### src/rtl/tsc_fault_monitor.sv
`default_nettype none
// +--------------------------------------------------------------------------+
// | Module  : tsc_fault_monitor                                              |
// | Desc    : Registers the corrected operand pair and escalates TSC two-rail|
// |           code errors OK -> SUSPECT -> FAULT (sticky spare select).      |
// |           Optional first-error operand log: define TSC_FAULT_LOG_EN.     |
// | Revision: 1.0 - initial release                                          |
// +--------------------------------------------------------------------------+
module tsc_fault_monitor #(
  parameter int DATA_W      = 16,
  parameter int ERR_THRESH  = 3,
  parameter int RECOVER_CNT = 4,
  parameter int CNT_W       = 8
) (
  input  logic              clk,
  input  logic              rst_n,
  input  logic              in_valid,
  input  logic              f,
  input  logic              g,
  input  logic [DATA_W-1:0] final_x,
  input  logic [DATA_W-1:0] final_y,
  input  logic              fault_clr,
  output logic              out_valid,
  output logic [DATA_W-1:0] out_x,
  output logic [DATA_W-1:0] out_y,
  output logic              reconfig_sel,
  output logic [1:0]        fault_state,
  output logic [CNT_W-1:0]  err_cnt,
  output logic              alarm
`ifdef TSC_FAULT_LOG_EN
  ,
  input  logic [DATA_W-1:0] x0,
  input  logic [DATA_W-1:0] y0,
  output logic [DATA_W-1:0] log_x,
  output logic [DATA_W-1:0] log_y,
  output logic              log_valid
`endif
);

  localparam int C_CW = $clog2(ERR_THRESH + 1);
  localparam int C_GW = $clog2(RECOVER_CNT + 1);
  localparam logic [C_CW-1:0] c_err_thresh  = C_CW'(ERR_THRESH);
  localparam logic [C_GW-1:0] c_recover_cnt = C_GW'(RECOVER_CNT);

  typedef enum logic [1:0] {
    ST_OK      = 2'd0,
    ST_SUSPECT = 2'd1,
    ST_FAULT   = 2'd2
  } state_t;

  state_t            r_state, w_state_nxt;
  logic [C_CW-1:0]   r_consec, w_consec_nxt, w_consec_inc;
  logic [C_GW-1:0]   r_good, w_good_nxt, w_good_inc;
  logic [CNT_W-1:0]  r_err_cnt;
  logic              r_alarm;
  logic              r_out_valid;
  logic [DATA_W-1:0] r_out_x, r_out_y;
  logic              w_err;

  // Two-rail code error: both rails equal on a qualified sample
  assign w_err        = in_valid & ~(f ^ g);
  assign w_consec_inc = r_consec + 1'b1;
  assign w_good_inc   = r_good + 1'b1;

  always_ff @(posedge clk or negedge rst_n) begin
    if (!rst_n) begin
      r_state  <= ST_OK;
      r_consec <= '0;
      r_good   <= '0;
    end else begin
      r_state  <= w_state_nxt;
      r_consec <= w_consec_nxt;
      r_good   <= w_good_nxt;
    end
  end

  always_comb begin
    w_state_nxt  = r_state;
    w_consec_nxt = r_consec;
    w_good_nxt   = r_good;
    if (fault_clr) begin
      w_state_nxt  = ST_OK;
      w_consec_nxt = '0;
      w_good_nxt   = '0;
    end else if (in_valid) begin
      case (r_state)
        ST_OK: begin
          if (w_err) begin
            w_consec_nxt = C_CW'(1);
            w_good_nxt   = '0;
            w_state_nxt  = (ERR_THRESH == 1) ? ST_FAULT : ST_SUSPECT;
          end
        end
        ST_SUSPECT: begin
          // A good sample does not reset the consecutive-error count
          if (w_err) begin
            w_good_nxt   = '0;
            w_consec_nxt = w_consec_inc;
            if (w_consec_inc == c_err_thresh) w_state_nxt = ST_FAULT;
          end else if (w_good_inc == c_recover_cnt) begin
            w_state_nxt  = ST_OK;
            w_consec_nxt = '0;
            w_good_nxt   = '0;
          end else begin
            w_good_nxt   = w_good_inc;
          end
        end
        ST_FAULT: w_state_nxt = ST_FAULT;
        default:  w_state_nxt = ST_OK;
      endcase
    end
  end

  always_ff @(posedge clk or negedge rst_n) begin
    if (!rst_n) begin
      r_err_cnt <= '0;
      r_alarm   <= 1'b0;
    end else begin
      r_alarm <= (w_state_nxt == ST_FAULT) && (r_state != ST_FAULT);
      if (fault_clr)
        r_err_cnt <= '0;
      else if (w_err && (r_err_cnt != {CNT_W{1'b1}}))
        r_err_cnt <= r_err_cnt + 1'b1;
    end
  end

  always_ff @(posedge clk or negedge rst_n) begin
    if (!rst_n) begin
      r_out_valid <= 1'b0;
      r_out_x     <= '0;
      r_out_y     <= '0;
    end else begin
      r_out_valid <= in_valid;
      if (in_valid) begin
        r_out_x <= final_x;
        r_out_y <= final_y;
      end
    end
  end

`ifdef TSC_FAULT_LOG_EN
  logic [DATA_W-1:0] r_log_x, r_log_y;
  logic              r_log_valid;

  // Only the first error since reset/clear is kept
  always_ff @(posedge clk or negedge rst_n) begin
    if (!rst_n) begin
      r_log_x     <= '0;
      r_log_y     <= '0;
      r_log_valid <= 1'b0;
    end else if (fault_clr) begin
      r_log_x     <= '0;
      r_log_y     <= '0;
      r_log_valid <= 1'b0;
    end else if (w_err && !r_log_valid) begin
      r_log_x     <= x0;
      r_log_y     <= y0;
      r_log_valid <= 1'b1;
    end
  end

  assign log_x     = r_log_x;
  assign log_y     = r_log_y;
  assign log_valid = r_log_valid;
`endif

  assign out_valid    = r_out_valid;
  assign out_x        = r_out_x;
  assign out_y        = r_out_y;
  assign reconfig_sel = (r_state == ST_FAULT);
  assign fault_state  = r_state;
  assign err_cnt      = r_err_cnt;
  assign alarm        = r_alarm;

endmodule
`default_nettype wire

### config.mk
export PLATFORM = sky130hd
export DESIGN_NAME = tsc_fault_monitor
export DESIGN_NICKNAME = d
export VERILOG_FILES = /design/src/rtl/tsc_fault_monitor.sv
export SDC_FILE = /design/constraint.sdc
export NUM_CORES = 1
export LEC_CHECK = 0
export ABC_AREA = 1
export ABC_CLOCK_PERIOD_IN_PS = 1910
export CORE_ASPECT_RATIO = 1.1
export CORE_MARGIN = 2
export CORE_UTILIZATION = 44
export DETAILED_ROUTE_END_ITERATION = 10
export PLACE_DENSITY = 0.8
export SYNTH_ARGS = -nofsm -noshare
export SYNTH_HDL_FRONTEND = slang
export SYNTH_SLANG_ARGS = --single-unit
### constraint.sdc
create_clock -name clk -period 1.91 [get_ports clk]
set_input_delay 0.191 -clock clk [delete_from_list [all_inputs] [get_ports clk]]
set_output_delay 0.191 -clock clk [all_outputs]
set_load 0.02 [all_outputs]
# After elaboration in Yosys (flattened, before gate mapping)

Cells that the tools add are included.

Add/sub/neg operators: 3
Equality and inequality tests: 9
Muxes and demuxes: 21
Bitwise logic cells: 3
Reductions and logical operators: 8

Operators by type and width:

| cell                  | count |
|---|---|
| $mux W2               | 11 |
| $mux W8               | 2 |
| $mux W3               | 5 |
| $add A8 B1 Y8 const B | 1 |
| $ne A8 B8 Y1 const B  | 1 |
| $eq A2 B2 Y1 const B  | 3 |
| $pmux W2 S3           | 1 |
| $pmux W3 S2           | 1 |
| $ne A4 B4 Y1 const B  | 1 |
| $pmux W2 S2           | 1 |
| $reduce_and A4 Y1     | 1 |
| $reduce_bool A2 Y1    | 2 |
| $add A3 B1 Y3 const B | 1 |
| $eq A3 B3 Y1 const B  | 1 |
| $ne A3 B3 Y1 const B  | 1 |
| $reduce_and A3 Y1     | 1 |
| $reduce_bool A3 Y1    | 1 |
| $add A2 B1 Y2 const B | 1 |
| $eq A2 B1 Y1 const B  | 1 |
| $logic_and A1 B1 Y1   | 2 |
| $logic_not A2 Y1      | 1 |
| $ne A2 B2 Y1 const B  | 1 |
| $and A1 B1 Y1         | 1 |
| $not A1 Y1            | 1 |
| $xor A1 B1 Y1         | 1 |

Register bits after elaboration: 49
Input port bits: 38

# Depth between registers and ports, before layout

Word-level depth: 9
Mapped depth: 9
Depth with buffers taken out: 9

# Worst setup path after synthesis

No wires, ideal clock.

Path kind: register -> register
Start: register r_err_cnt[0] (netlist: err_cnt[0])
End: register r_err_cnt[7] (netlist: err_cnt[7])
Setup time: 0.128 ns
Arrival: 1.323 ns
Setup slack: 0.459 ns
Cell stages (with the launch flop): 7
Path buffers: 0
Period minus slack after synthesis: 1.451 ns
Path through: dfrtp_1 -> ha_1 -> nand2_1 -> nor2_2 -> a21oi_4 -> nor2_2 -> o21ai_1

Word-level cells in the longest chain between the ends: 3

Ends and longest elaborated chain:

| what                                           | line     | text |
|---|---|---|
| start, declared                                | 54       | `logic [CNT_W-1:0] r_err_cnt;` |
| start signal, assigned                         | 123      | `r_err_cnt <= r_err_cnt + 1'b1;` |
| $add A8 B1 Y8 or $ne A8 B8 Y1 (tied branches)  | 123, 122 |  |
| $mux W8 or $logic_and A1 B1 Y1 (tied branches) | 122      | `else if (w_err && (r_err_cnt != {CNT_W{1'b1}}))` |
| $mux W8 or $reduce_bool A2 Y1 (tied branches)  | -        |  |

Several ways; a longest one is shown, not always the timed one. The select of a mux whose other input is x is not followed.
A chain may end at the register's enable or synchronous reset.

# Worst setup path in the final report

Start: register r_state[1] (netlist: fault_state[1])
End: output port fault_state[1]

RTL lines:

| what                   | line | text |
|---|---|---|
| start, declared        | 51   | `state_t r_state, w_state_nxt;` |
| start signal, assigned | 71   | `r_state <= w_state_nxt;` |
| end, declared          | 27   | `output logic [1:0] fault_state,` |

No word-level cell between the ends.

==> run metrics <==
routed length per placed instance 12.14 um; sequential share of the synthesized area 0.5552; layout cell share with drive strength beyond 1 0.06761; row count 27; Starting Density 0.4477; GRT overflow 0; Layout area overhead 46.74%; Peak Freq 623.4 MHz; n_diodes 0; Post-DP HPWL 3677 um; fill count 414; Worst-Margin Slew 0.3646 ns; critical-path cell list clkdlybuf4s50_1; vias in the first global route 1921; Post-route DRC 0; Worst-path clk slew 0.10 ns; Static Leak 1.597 nW; Fin. Hold Viols 0; Max Cap Viol 0; CP peak stage delay 0.66 ns; clk_lat worst skew 0.31 ns; ranking of synthesized cells by area dfrtp_1 (56%), nand2_1 (23%), ha_1 (2.3%); Via density 4.843; Clock Skew 0.008945 ns; setup_tns 0 ns; CTS sink cnt 49; Final nets 396; status complete, no violations; flops & latches, synth 49; sum of buffers and inverters on the critical path 1; gpl congestion 0.8428; die width 71.55 um; Crit Reg-Reg Startpoint err_cnt[0]$_DFFE_PN0P_; setup violators final 0; post-route insts no fill 413; CTS tree built; cts bufs inserted 5; initial antenna violation count 0; syn avg cell area 8.365 um^2; CP required 1.72 ns; GRT Total Usage 0.1921; Port Buffers 82; crit path kind reg -> out; yosys warns 0; post-route setup slack 0.3060 ns; Slew HR 0.7570; HP Class in -> async; power consumption 2.412 mW; first-pass GRT wire length 8424 um; RSZ-0062 raised after global routing no; minimum clock period 1.604 ns; htree depth 2; Max clock buf depth 2; CP startpoint fault_state[1]$_DFF_PN0_; IO Count 83; clock tree root buffer cell clkbuf_8; FF/Latch Area 1226 um^2; Tcrit/Tclk final 0.8398; synth unique cells 24; die height 78.31 um; kind of start point of the critical path flop; pin count of the biggest net entering global routing 22; Die ar. 5603 um^2; Top delay family on crit path buffers and inverters; Critical Path End Type output pin; DRT iter0 DRCs 110; Worst EP arrival 1.41 ns; Power Density 744.3 nW/um^2; Slew Limit Fails 0; dpl cells 404; multi-input logic area 895.9 um^2; fin util 0.6570; via count 2000; CP Max Fanout 4; Post-Syn Instances 264; CP max-delay cell clkdlybuf4s50_1; Netlist Area Pre-Place 2208 um^2; share of the synthesized area in the top cell type 0.5552; Core ar. 4932 um^2; Peak VDD IR 505.5 uV; ANT nets after route 0; syn nets 306; drt first pass iters 4; final WL 5014 um; post-synth top area cell dfrtp_1; worst slack at placement 0.2601 ns
-- metal layers --
metal  vias up  track usage  share of wire
li1        997            -              -
met1       928       0.2386           0.42
met2        71       0.3065           0.47
met3         4      0.07702          0.097
met4         0      0.06038          0.011
met5         -            0              0
-- final cells by class --
cell class	instances	share of cell area
Sequential cell	49	0.3784
Timing Repair Buffer	90	0.2718
Inverter	14	0.01622
Clock inverter	3	0.01351
Multi-Input combinational cell	194	0.2764
Clock buffer	5	0.02124
Tap cell	58	0.02239
-- Yosys cell counts --
cell and count:
inv_2 2, xor2_1 4, nand2_1 136, buf_4 1, nor3_1 2, o21ai_0 5, nor2_4 2, nor2_1 10
nor2_2 2, dfrtp_1 49, nand3_1 10, ha_1 4, a21oi_4 1, a21oi_1 5, buf_2 3, nand3_4 1
clkbuf_1 3, o21ai_1 1, a21boi_0 1, nand4_1 3, xnor2_1 1, inv_1 12, nand3b_1 5, and2_1 1
-- timing repair --
action,4_1_cts,5_1_grt
resized for setup,0,1
hold buffers,1,0
hold endpoints to repair,14,0
setup buffers,0,0
endpoints found under the setup margin,0,1
-- placed cells by master, fill, tap and decap left out --
master           synthesis  layout
clkinv_2                 0       1
and2_1                   1       1
buf_2                    3       1
clkdlybuf4s50_1          0      80
a21oi_4                  1       1
o21ai_0                  5       5
o21ai_1                  1       1
nand4_1                  3       3
dlygate4sd3_1            0       1
nand3_4                  1       1
bufinv_16                0       1
inv_6                    0       1
ha_1                     4       4
nor2_2                   2       2
nand2_1                136     136
nor2_1                  10      10
nor3_1                   2       2
dfrtp_1                 49      49
nand3_1                 10      10
a21boi_0                 1       1
inv_1                   12      12
nand3b_1                 5       5
buf_4                    1       7
xor2_1                   4       4
nor2_4                   2       2
dlymetal6s2s_1           0       1
inv_2                    2       2
clkbuf_8                 0       5
a21oi_1                  5       5
xnor2_1                  1       1
-- flip-flops by register name, summed over array words and instances, names as in the netlist --
signal       count
r_good           3
out_valid        1
out_x           16
out_y           16
r_consec         2
err_cnt          8
alarm            1
fault_state      2
-- per-stage QoR --
step                hold slack, ns  area, um^2
floorplan                  -0.1046        2208
global placement            0.1228        3115
detailed placement          0.1333        3115
CTS                         0.3223        3238
global route                0.3524        3241
finish                      0.3124        3241
-- final timing paths --
check	cells after the start	slack, ns	endpoint
setup / recovery	1	0.31	fault_state[1]
hold / removal	2	0.31	out_x[1]$_DFFE_PN0P_
setup reg to reg	7	0.42	err_cnt[7]$_DFFE_PN0P_
hold reg to reg	2	0.48	out_x[5]$_DFFE_PN0P_
max in group asynchronous	3	1.02	r_good[0]$_DFFE_PN0P_
min in group clk	3	0.40	out_x[12]$_DFFE_PN0P_
-- power by group --
part / switching [mW] / internal, mW / leakage (nW)
Combinational: 0.257 / 0.243 / 0.917
Sequential: 0.0457 / 1.11 / 0.621
Clock: 0.364 / 0.393 / 0.0585
-- cell families (layout without fill, tap and decap cells) --
group | count (synthesis) | count (layout) | synth area share
AND/OR/NAND/NOR | 172 | 172 | 0.3275
flip-flops | 49 | 49 | 0.5552
buffers and inverters | 21 | 112 | 0.03909
AO/OA/AOI/OAI | 13 | 13 | 0.03569
XOR/XNOR | 5 | 5 | 0.01983
adder cells (fa/ha/maj) | 4 | 4 | 0.02266
Note: power is estimated with default switching activity, not from simulation.
